### config.mk
export PLATFORM = sky130hd
export DESIGN_NAME = opc_ram_arbiter
export DESIGN_NICKNAME = d
export VERILOG_FILES = /design/src/rtl/opc_ram_arbiter.sv
export SDC_FILE = /design/constraint.sdc
export NUM_CORES = 1
export LEC_CHECK = 0
export CORE_AREA = 2 2 73 61
export DETAILED_ROUTE_END_ITERATION = 8
export DIE_AREA = 0 0 75 63
export GPL_TIMING_DRIVEN = 1
export HOLD_SLACK_MARGIN = 0.06
export PLACE_DENSITY = 0.86
export SLEW_MARGIN = 40
export SYNTH_ARGS = -nofsm -noshare
export SYNTH_HDL_FRONTEND = slang
export SYNTH_SLANG_ARGS = --single-unit
### constraint.sdc
create_clock -name clk -period 2.89 [get_ports clk]
set_input_delay 0.578 -clock clk [delete_from_list [all_inputs] [get_ports clk]]
set_output_delay 0.578 -clock clk [all_outputs]
set_load 0.1 [all_outputs]
### src/rtl/opc_ram_arbiter.sv
// -----------------------------------------------------------------------------
// opc_ram_arbiter
//
// Purpose:
//   Shares the single-port system block RAM between the OPC CPU and one
//   bus-master requester (DMA or serial loader engine). A pending DMA request
//   owns the RAM in the same cycle it is asserted and stalls the CPU by
//   dropping its clock enable. After every MAX_HOLD consecutive DMA-owned
//   cycles the CPU is handed exactly one RAM cycle, so it can never be starved
//   by a long burst.
//
//   The RAM instance is clocked on the falling edge of clk, so read data
//   appears on ram_dout within the same cycle as the address. The RAM port
//   mux, dma_ack and cpu_clken are therefore combinational. Only the hold
//   counter, the force flag and the optional statistics counter are state.
//
// Parameters:
//   DATA_W    - data bus width
//   RAMSIZE   - RAM address width
//   MAX_HOLD  - maximum consecutive DMA-owned cycles (1..255)
//
// Ports:
//   clk, reset                          - system clock, synchronous active-high reset
//   cpu_address/cpu_wdata/cpu_rnw       - CPU side of the RAM access
//   cpu_ram_cs_b                        - decoded CPU RAM select, active-low
//   cpu_clken                           - CPU clock enable, 0 stalls the CPU
//   dma_req/dma_address/dma_wdata/dma_rnw - DMA access request
//   dma_ack                             - DMA access performed this cycle
//   dma_rdata                           - RAM read data passed through to the DMA
//   ram_address/ram_din/ram_rnw/ram_cs_b - RAM port
//   ram_dout                            - RAM read data
//   stall_count                         - cycles the CPU wanted RAM but was stalled
//
// Configuration:
//   ARB_STATS_EN - when defined, stall_count is a saturating counter of cycles
//                  with cpu_clken=0 and cpu_ram_cs_b=0. When undefined the
//                  counter is absent and stall_count is tied to zero.
// -----------------------------------------------------------------------------
module opc_ram_arbiter #(
    parameter int DATA_W   = 16,
    parameter int RAMSIZE  = 12,
    parameter int MAX_HOLD = 16
) (
    input  logic               clk,
    input  logic               reset,

    input  logic [RAMSIZE-1:0] cpu_address,
    input  logic [DATA_W-1:0]  cpu_wdata,
    input  logic               cpu_rnw,
    input  logic               cpu_ram_cs_b,
    output logic               cpu_clken,

    input  logic               dma_req,
    input  logic [RAMSIZE-1:0] dma_address,
    input  logic [DATA_W-1:0]  dma_wdata,
    input  logic               dma_rnw,
    output logic               dma_ack,
    output logic [DATA_W-1:0]  dma_rdata,

    output logic [RAMSIZE-1:0] ram_address,
    output logic [DATA_W-1:0]  ram_din,
    output logic               ram_rnw,
    output logic               ram_cs_b,
    input  logic [DATA_W-1:0]  ram_dout,

    output logic [15:0]        stall_count
);

    // The hold counter is 8 bits wide, which bounds MAX_HOLD to 255.
    localparam logic [7:0] HOLD_LIMIT = 8'(MAX_HOLD);

    logic       force_cpu_r;   // next cycle is handed to the CPU regardless of dma_req
    logic [7:0] hold_cnt_r;    // consecutive DMA-owned cycles so far
    logic       dma_own_s;     // this cycle belongs to the DMA
    logic [7:0] hold_next_s;   // hold count including the current DMA cycle
    logic       hold_hit_s;    // current DMA cycle reaches the hold limit

    // Cycle ownership: reset blocks the DMA so the in-flight access is not acked.
    always_comb begin
        dma_own_s   = dma_req & ~force_cpu_r & ~reset;
        hold_next_s = hold_cnt_r + 8'd1;
        hold_hit_s  = (hold_next_s == HOLD_LIMIT);
    end

    // RAM port mux and handshake outputs, selected by the cycle owner.
    always_comb begin
        dma_rdata = ram_dout;
        if (dma_own_s) begin
            ram_address = dma_address;
            ram_din     = dma_wdata;
            ram_rnw     = dma_rnw;
            ram_cs_b    = 1'b0;
            dma_ack     = 1'b1;
            cpu_clken   = 1'b0;
        end else begin
            // CPU cycle: with cpu_ram_cs_b=1 the RAM is deselected, so no
            // stray write can happen even if cpu_rnw is low.
            ram_address = cpu_address;
            ram_din     = cpu_wdata;
            ram_rnw     = cpu_rnw;
            ram_cs_b    = cpu_ram_cs_b;
            dma_ack     = 1'b0;
            cpu_clken   = 1'b1;
        end
    end

    // Hold-limit tracking: count DMA cycles, force one CPU cycle at the limit.
    always_ff @(posedge clk) begin
        if (reset) begin
            hold_cnt_r  <= 8'd0;
            force_cpu_r <= 1'b0;
        end else if (dma_own_s) begin
            if (hold_hit_s) begin
                // Limit reached: the next cycle goes to the CPU and the burst
                // count restarts from zero afterwards.
                hold_cnt_r  <= 8'd0;
                force_cpu_r <= 1'b1;
            end else begin
                hold_cnt_r  <= hold_next_s;
                force_cpu_r <= 1'b0;
            end
        end else begin
            // Any CPU-owned cycle (including the forced one) ends the burst,
            // so the force flag never lasts more than one cycle.
            hold_cnt_r  <= 8'd0;
            force_cpu_r <= 1'b0;
        end
    end

`ifdef ARB_STATS_EN
    logic [15:0] stall_cnt_r;
    logic        stall_evt_s;

    // A stall only counts when the CPU actually wanted the RAM that cycle.
    always_comb begin
        stall_evt_s = ~cpu_clken & ~cpu_ram_cs_b;
    end

    // Saturating stall counter, cleared by reset.
    always_ff @(posedge clk) begin
        if (reset) begin
            stall_cnt_r <= 16'h0000;
        end else if (stall_evt_s && (stall_cnt_r != 16'hffff)) begin
            stall_cnt_r <= stall_cnt_r + 16'h0001;
        end else begin
            stall_cnt_r <= stall_cnt_r;
        end
    end

    assign stall_count = stall_cnt_r;
`else
    assign stall_count = 16'h0000;
`endif

endmodule

==> parameters.txt, run 1 <==
Parameter                              Value

CTS
  Post-CTS Setup Inserts ... 0
  Num Clock Sinks ... 9
  Count of instances resized after the clock tree is built ... 0
  Insertion delay to the later sink of the worst-skew pair ... 0.23 ns
  CTS tree ... built
  Cell at the root of the clock tree ... sky130_fd_sc_hd__clkbuf_8
  Longest Clk Path Bufs ... 2
  Number of clock buffers inserted by TritonCTS ... 3
  Quantity of hold-fixing buffers added after cts ... 0
  Post-CTS clock slew at the launch and capture registers of the worst setup and hold paths ... 0.04 ns
  Max H-tree Level ... 1

Die
  Number of placement rows ... 21
  Floorplan die width ... 75 um
  Height of the chip ... 63 um
  Initial cell density of the core ... 0.261
  I/O pin cnt ... 142
  Total die area ... 4730 um2
  Core Box Area ... 4020 um2

STA
  Unrepaired setup endpoints after global routing ... no
  Highest clock frequency the design can meet ... 0.375 GHz
  Max_slew headroom ... 0.628
  Final hold violation count ... 0
  Final-report setup violation count ... 0
  Ratio of final minimum period to clock period ... 0.922
  Final count of pins violating max slew ... 0
  Time the final worst path needs with I/O delays and setup ... 2.67 ns
  Slew at the pin with the worst max-slew slack ... 0.557 ns
  Total negative slack ... 0 ns
  Final worst clock skew ... 0.00193 ns

Synthesis
  Number of synthesized register bits ... 9
  Synth Cell Area ... 1050 um2
  Count of synthesis-stage warnings from yosys ... 0
  Instance count of the mapped netlist ... 171
  Number of enable flip-flop cells after synthesis ... 0
  Top cells by area in the synthesized netlist ... sky130_fd_sc_hd__nand2_1 32%, sky130_fd_sc_hd__buf_4 23%, sky130_fd_sc_hd__dfxtp_1 17%
  Register area share after synthesis ... 0.172
  Top post-synthesis cells by count ... 89 x sky130_fd_sc_hd__nand2_1, 32 x sky130_fd_sc_hd__buf_4, 9 x sky130_fd_sc_hd__dfxtp_1
  Library cell with the largest summed area after synthesis ... sky130_fd_sc_hd__nand2_1
  Most repeated cell in the gate-level netlist after synthesis ... sky130_fd_sc_hd__nand2_1
  Count of distinct cell types in the synthesized netlist ... 24
  Async set-reset flop share out of synthesis ... 0
  Avg Inst Size Synth ... 6.12 um2
  Post-synth top area share ... 0.319
  Flip-flop cell with the highest count after synthesis ... sky130_fd_sc_hd__dfxtp_1

GRT
  Wire length of the first global-routing pass ... 5380 um
  Combined global-route utilization of all metal layers ... 0.143
  Maximum number of pins on one net before global-route repair ... 34
  Number of global-route vias before repair ... 1212
  Initial antenna violation count ... 0
  Total grt overflow ... 0

Pwr
  Logic pwr share ... 0.708
  IR Drop Worst-Case VDD ... 0.000207 V
  Proportion of power drawn by flip-flops and latches ... 0.137
  Cell leakage power ... 0.00104 uW
  Proportion of total power due to net switching ... 0.521
  Part of the total power dissipated in the clock network ... 0.155
  Switching power total ... 484 uW
  Cell Pwr Density ... 417 nW/um2
  Internal cell power ... 446 uW

Drt
  First-iteration detailed-routing DRC count ... 35
  WL/cell ... 10.9 um
  Count of TritonRoute iterations in the first routing pass ... 3
  Vias per std cell ... 4.04
  Met3 WL ... 353 um
  Number of DRC violations after detailed routing ... 0
  Sum of routed wire segments on met1 ... 1210 um
  Number of nets still failing antenna checks after routing ... 0
  Final Routed Wirelength ... 3320 um
  Routed length on met2 ... 1750 um
  Top routing layer used ... met3
  Number of vias in the routed layout ... 1228

Critical path
  Arrival time of data at the critical path endpoint ... 2.09 ns
  Crit Path Category ... in2out
  Slowest stage delay, CP ... 0.43 ns
  Critical path's top delay family ... buffers and inverters
  Worst Setup End Kind ... output port
  Required time of the critical path ... 2.31 ns
  Kind of start point of the critical path ... input port
  CP Cell Sequence ... clkdlybuf4s50_1 -> nor3b_4 -> inv_2 -> nand2_1 -> nand2_1 -> buf_12
  Most Frequent Cell on Critical Path ... sky130_fd_sc_hd__nand2_1
  Maximum fanout count along the critical path ... 32
  Count of buffer and inverter cells on the critical path ... 3
  Max stage delay cell, worst path ... sky130_fd_sc_hd__clkdlybuf4s50_1

Cells and area
  Synthesis-to-layout area growth ... 113%
  Share of layout cells above drive strength 1 ... 0.170
  Multi-input gate area ... 659 um2
  FILL cells ... 336
  NumNets Final ... 328
  Register Area ... 180 um2
  End-of-flow core utilization ... 0.555
  Number of diodes added for antenna fixing ... 0

Run
  Max-cap violations ... 0

Placement
  Hpwl dp ... 2800 um
  Count of buffers from port buffering ... 93
  RePlAce Congestion ... 0.899

Hold path
  Hold Crit Class ... reg2reg

Status
  Status ... finished, final reports clean
## final timing paths
check	from	to	slack, ns	cells after the start
max	dma_req	ram_address[6]	0.22	6
min	hold_cnt_r[0]	hold_cnt_r[0]	0.52	1
max reg2reg	hold_cnt_r[0]	hold_cnt_r[0]	1.31	5
min reg2reg	hold_cnt_r[0]	hold_cnt_r[0]	0.52	1
## sequential cells by signal (all words and copies together) (netlist names)
name         count
hold_cnt_r       8
force_cpu_r      1
## through the flow
stage / worst slack (ns) / area [um2] / power [uW] / hold WS, ns / std cells
2_1_floorplan: 0.0707 / 1110 / 650 / 0.478 / 186
3_3_place_gp: 0.245 / 2180 / 785 / 0.492 / 300
3_5_place_dp: 0.214 / 2180 / 790 / 0.511 / 300
4_1_cts: 0.201 / 2230 / 937 / 0.518 / 304
5_1_grt: 0.102 / 2230 / 963 / 0.559 / 304
6_report: 0.225 / 2230 / 930 / 0.518 / 304
## metal layers
| metal | vias up | GRT usage |
|---|---|---|
| met5 | - | 0 |
| met4 | 0 | 0.0201 |
| met3 | 0 | 0.0597 |
| met2 | 75 | 0.260 |
| met1 | 522 | 0.155 |
| li1 | 631 | - |
## final cells by class
class / instances / area share
multi-input combinational: 137 / 0.296
inverter: 2 / 0.00337
clock buffer: 4 / 0.0202
timing repair buffer: 95 / 0.568
sequential: 9 / 0.0808
tap: 57 / 0.0320
## cells in the final DEF (no fill, tap or decap)
cell type	instances
sky130_fd_sc_hd__a2111oi_4	1
sky130_fd_sc_hd__nand3_1	3
sky130_fd_sc_hd__buf_4	2
sky130_fd_sc_hd__a211o_1	1
sky130_fd_sc_hd__conb_1	16
sky130_fd_sc_hd__xor2_1	5
sky130_fd_sc_hd__nor3b_4	1
sky130_fd_sc_hd__nand4_1	2
sky130_fd_sc_hd__ha_1	2
sky130_fd_sc_hd__nor2_1	4
sky130_fd_sc_hd__nand2_1	89
sky130_fd_sc_hd__nor3b_1	1
sky130_fd_sc_hd__xnor2_1	3
sky130_fd_sc_hd__a21oi_1	1
sky130_fd_sc_hd__inv_2	1
sky130_fd_sc_hd__inv_1	1
sky130_fd_sc_hd__clkdlybuf4s50_1	61
sky130_fd_sc_hd__and2_1	2
sky130_fd_sc_hd__and2_4	1
sky130_fd_sc_hd__dfxtp_1	9
sky130_fd_sc_hd__buf_12	32
sky130_fd_sc_hd__clkbuf_8	3
sky130_fd_sc_hd__and3_4	1
sky130_fd_sc_hd__and3_1	1
sky130_fd_sc_hd__a211oi_1	2
sky130_fd_sc_hd__a31oi_1	1
sky130_fd_sc_hd__clkbuf_1	1
## cell families after synthesis
group / count (synthesis) / share of synthesized area
other: 1 / 0.00358
buffers and inverters: 40 / 0.258
adder cells (fa/ha/maj): 2 / 0.0239
AND/OR/NAND/NOR: 105 / 0.416
AO/OA/AOI/OAI: 6 / 0.0597
XOR/XNOR: 8 / 0.0669
flip-flops: 9 / 0.172
## power by group through the flow
stage	logic [uW]	clock network (uW)	registers (uW)
after floorplan	521	0	129
after global placement	655	0	130
after detailed placement	660	0	130
after CTS	661	149	128
after global routing	680	156	128
final	658	144	128
No activity file was read; power rests on OpenSTA's default activity.
==> run 2: changes to the inputs <==
--- a/config.mk
+++ b/config.mk
@@ -5,12 +5,13 @@
 export SDC_FILE = /design/constraint.sdc
 export NUM_CORES = 1
 export LEC_CHECK = 0
+export ABC_AREA = 1
 export CORE_AREA = 2 2 73 61
 export DETAILED_ROUTE_END_ITERATION = 8
 export DIE_AREA = 0 0 75 63
 export GPL_TIMING_DRIVEN = 1
 export HOLD_SLACK_MARGIN = 0.06
-export PLACE_DENSITY = 0.86
+export PLACE_DENSITY = 0.87
 export SLEW_MARGIN = 40
 export SYNTH_ARGS = -nofsm -noshare
 export SYNTH_HDL_FRONTEND = slang
==> parameters.txt, run 2 <==
Parameter                              Value

Critical path
  Slowest stage delay, CP ... 0.45 ns (+0.02 ns)
  Worst Setup End Kind ... output port
  CP Cell Sequence ... clkdlybuf4s50_1 -> inv_1 -> nor3_4 -> buf_4 -> nand2_1 -> nand2_1 -> buf_12
  Crit Path Category ... in2out
  FF-to-FF setup slack ... 1.26 ns (-0.05 ns)
  Critical path's top delay family ... buffers and inverters
  Count of buffer and inverter cells on the critical path ... 4 (+1)
  Max stage delay cell, worst path ... sky130_fd_sc_hd__clkdlybuf4s50_1
  Most Frequent Cell on Critical Path ... sky130_fd_sc_hd__nand2_1
  Required time of the critical path ... 2.31 ns (about the same)
  Arrival time of data at the critical path endpoint ... 2.06 ns (-0.03 ns)
  Maximum fanout count along the critical path ... 24 (-25%)
  Kind of start point of the critical path ... input port

GRT
  Maximum number of pins on one net before global-route repair ... 34 (unchanged)
  Total grt overflow ... 0 (unchanged)
  Number of global-route vias before repair ... 1330 (+9.7%)
  Initial antenna violation count ... 0 (unchanged)
  Wire length of the first global-routing pass ... 5860 um (+9.0%)
  Combined global-route utilization of all metal layers ... 0.164 (+0.0204)

Cells and area
  FILL cells ... 358 (+6.5%)
  Cell area after layout ... 2270 um2 (+2.0%)
  Number of diodes added for antenna fixing ... 0 (unchanged)
  NumNets Final ... 358 (+9.1%)
  Largest Register ... hold_cnt_r
  Flip-flop count of the largest register after layout ... 8 (unchanged)
  Share of layout cells above drive strength 1 ... 0.162 (-0.00759)
  Biggest regs ... hold_cnt_r (8), force_cpu_r (1)
  Synthesis-to-layout area growth ... 108%
  Most frequent standard cell in the layout excluding fill and tap cells ... sky130_fd_sc_hd__nand2_1
  Top library cells by usage in the layout, fill and taps aside ... 106 x sky130_fd_sc_hd__nand2_1, 61 x sky130_fd_sc_hd__clkdlybuf4s50_1, 32 x sky130_fd_sc_hd__buf_12

Die
  Total die area ... 4730 um2 (unchanged)
  I/O pin cnt ... 142 (unchanged)
  Height of the chip ... 63 um (unchanged)
  Number of placement rows ... 21 (unchanged)
  Initial cell density of the core ... 0.272 (+0.0115)
  Core Box Area ... 4020 um2 (unchanged)
  Floorplan die width ... 75 um (unchanged)

Placement
  Setup Slack @ Placement ... 0.249 ns (+0.0346 ns)
  Count of buffers from port buffering ... 93 (unchanged)
  Hpwl dp ... 3270 um (+17%)
  Placed Instance Area ... 2230 um2 (+2.0%)
  RePlAce Congestion ... 0.875 (-2.7%)

Synthesis
  Count of distinct cell types in the synthesized netlist ... 20 (-17%)
  Count of synthesis-stage warnings from yosys ... 0 (unchanged)
  Library cell with the largest summed area after synthesis ... sky130_fd_sc_hd__nand2_1
  Post-synth top area share ... 0.364 (+0.0448)
  Avg Inst Size Synth ... 5.47 um2 (-11%)
  Most repeated cell in the gate-level netlist after synthesis ... sky130_fd_sc_hd__nand2_1
  Async set-reset flop share out of synthesis ... 0 (unchanged)
  Instance count of the mapped netlist ... 200 (+17%)
  Synth Cell Area ... 1090 um2 (+4.4%)
  Number of enable flip-flop cells after synthesis ... 0 (unchanged)
  Flip-flop cell with the highest count after synthesis ... sky130_fd_sc_hd__dfxtp_1
  Register area share after synthesis ... 0.165 (-0.00728)
  Top post-synthesis cells by count ... 106 x sky130_fd_sc_hd__nand2_1, 32 x sky130_fd_sc_hd__buf_4, 17 x sky130_fd_sc_hd__inv_1
  Top cells by area in the synthesized netlist ... sky130_fd_sc_hd__nand2_1 36%, sky130_fd_sc_hd__buf_4 22%, sky130_fd_sc_hd__dfxtp_1 16%
  Number of synthesized register bits ... 9 (unchanged)

Drt
  First-iteration detailed-routing DRC count ... 59 (+69%)
  Count of TritonRoute iterations in the first routing pass ... 4 (+1)
  Vias per std cell ... 4.07 (+0.73%)
  WL/cell ... 11.4 um (+4.5%)
  Number of nets still failing antenna checks after routing ... 0 (unchanged)
  Number of DRC violations after detailed routing ... 0 (unchanged)
  Number of vias in the routed layout ... 1359 (+11%)
  Final Routed Wirelength ... 3810 um (+15%)

Hold path
  Hold Crit Class ... reg2reg

STA
  Ratio of final minimum period to clock period ... 0.912 (-0.0103)
  Final hold violation count ... 0 (unchanged)
  Unrepaired setup endpoints after global routing ... no
  Worst hold-check slack ... 0.507 ns (-0.0117 ns)
  Highest clock frequency the design can meet ... 0.379 GHz (+1.1%)
  Final worst clock skew ... 0.00259 ns (+0.000664 ns)
  Total negative slack ... 0 ns (unchanged)
  Final count of pins violating max slew ... 0 (unchanged)
  Final WS setup ... 0.255 ns (+0.0299 ns)
  Time the final worst path needs with I/O delays and setup ... 2.64 ns (-0.0299 ns)
  Final-report setup violation count ... 0 (unchanged)

CTS
  CTS tree ... built
  Quantity of hold-fixing buffers added after cts ... 0 (unchanged)
  Max H-tree Level ... 1 (unchanged)
  Number of clock buffers inserted by TritonCTS ... 3 (unchanged)
  Longest Clk Path Bufs ... 2 (unchanged)
  Insertion delay to the later sink of the worst-skew pair ... 0.23 ns (about the same)
  Cell at the root of the clock tree ... sky130_fd_sc_hd__clkbuf_8
  Num Clock Sinks ... 9 (unchanged)
  Count of instances resized after the clock tree is built ... 0 (unchanged)
  Post-CTS Setup Inserts ... 0 (unchanged)
  Post-CTS clock slew at the launch and capture registers of the worst setup and hold paths ... 0.04 ns (about the same)

Pwr
  Part of the total power dissipated in the clock network ... 0.153 (-0.002)
  Proportion of power drawn by flip-flops and latches ... 0.137 (about the same)
  Cell leakage power ... 0.00109 uW (+4.8%)
  Switching power total ... 488 uW (+0.80%)
  IR Drop Worst-Case VDD ... 0.000222 V (+7.2%)
  Logic pwr share ... 0.710 (+0.002)
  Total Power Consumption ... 934 uW (+0.43%)
  Internal cell power ... 446 uW (about the same)
  Cell Pwr Density ... 411 nW/um2 (-1.5%)
  Proportion of total power due to net switching ... 0.523 (+0.00195)

Run
  Max-cap violations ... 0 (unchanged)

Status
  Status ... finished, final reports clean
-- run 2: changes by cell type after synthesis, moves of 2 or more --
cell / previous run / this run
sky130_fd_sc_hd__nand2_1: 89 / 106
sky130_fd_sc_hd__inv_1: 1 / 17
sky130_fd_sc_hd__nor2_1: 4 / 11
sky130_fd_sc_hd__xor2_1: 5 / 0
sky130_fd_sc_hd__buf_2: 0 / 3
sky130_fd_sc_hd__clkbuf_1: 6 / 3
sky130_fd_sc_hd__xnor2_1: 3 / 0
sky130_fd_sc_hd__a211oi_1: 2 / 0
sky130_fd_sc_hd__and2_1: 2 / 0
sky130_fd_sc_hd__nor2_2: 0 / 2
-- run 2: cell type report --
type                            instances  area [um2]  share of cell area
Timing Repair Buffer                   96        1270               0.560
Clock buffer                            4        45.0              0.0198
Inverter                               18        67.6              0.0297
Sequential cell                         9         180              0.0793
Multi-Input combinational cell        150         636               0.280
Tap cell                               57        71.3              0.0314
-- run 2: metrics by stage --
stage / utilization / instances
after floorplan: - / 215
after global placement: 0.554 / 330
after detailed placement: 0.554 / 330
after CTS: 0.566 / 334
after global routing: 0.566 / 334
final: 0.566 / 334
-- run 2: layer usage --
layer  vias to the layer above  part of all wire  global-route usage
li1                        695                 -                   -
met5                         -                 0                   0
met1                       594              0.33               0.153
met3                         9             0.073              0.0565
met4                         0             0.017              0.0580
met2                        61              0.58               0.315
-- run 2: final timing paths --
kind | start | to | depth (start not counted)
worst max-delay path | dma_req | ram_address[6] | 7
worst max register to register | hold_cnt_r[0] | hold_cnt_r[0] | 10
worst min-delay path | hold_cnt_r[6] | hold_cnt_r[6] | 2
worst min register to register | hold_cnt_r[6] | hold_cnt_r[6] | 2
-- run 2: cells by family after synthesis --
| family | synth area share |
|---|---|
| AO/OA/AOI/OAI | 0.0126 |
| other | 0.00343 |
| adder cells (fa/ha/maj) | 0.0229 |
| AND/OR/NAND/NOR | 0.491 |
| buffers and inverters | 0.305 |
| flip-flops | 0.165 |
-- run 2: power by group through the flow --
stage	sequential [uW]	clock, uW	combinational, uW
after floorplan	130	0	523
after global placement	130	0	659
after detailed placement	130	0	665
after CTS	128	148	666
after global routing	128	159	683
final	128	142	663
-- run 2: worst register-to-register path, stage by stage (launching register included) --
cell,delay (ns)
sky130_fd_sc_hd__dfxtp_1,0.44
sky130_fd_sc_hd__ha_1,0.27
sky130_fd_sc_hd__inv_1,0.06
sky130_fd_sc_hd__nand2_1,0.05
sky130_fd_sc_hd__nand2_1,0.06
sky130_fd_sc_hd__nor2_1,0.10
sky130_fd_sc_hd__nand3_1,0.09
sky130_fd_sc_hd__nor2_1,0.16
sky130_fd_sc_hd__nand2_2,0.11
sky130_fd_sc_hd__nand2_4,0.12
sky130_fd_sc_hd__nor2_1,0.05
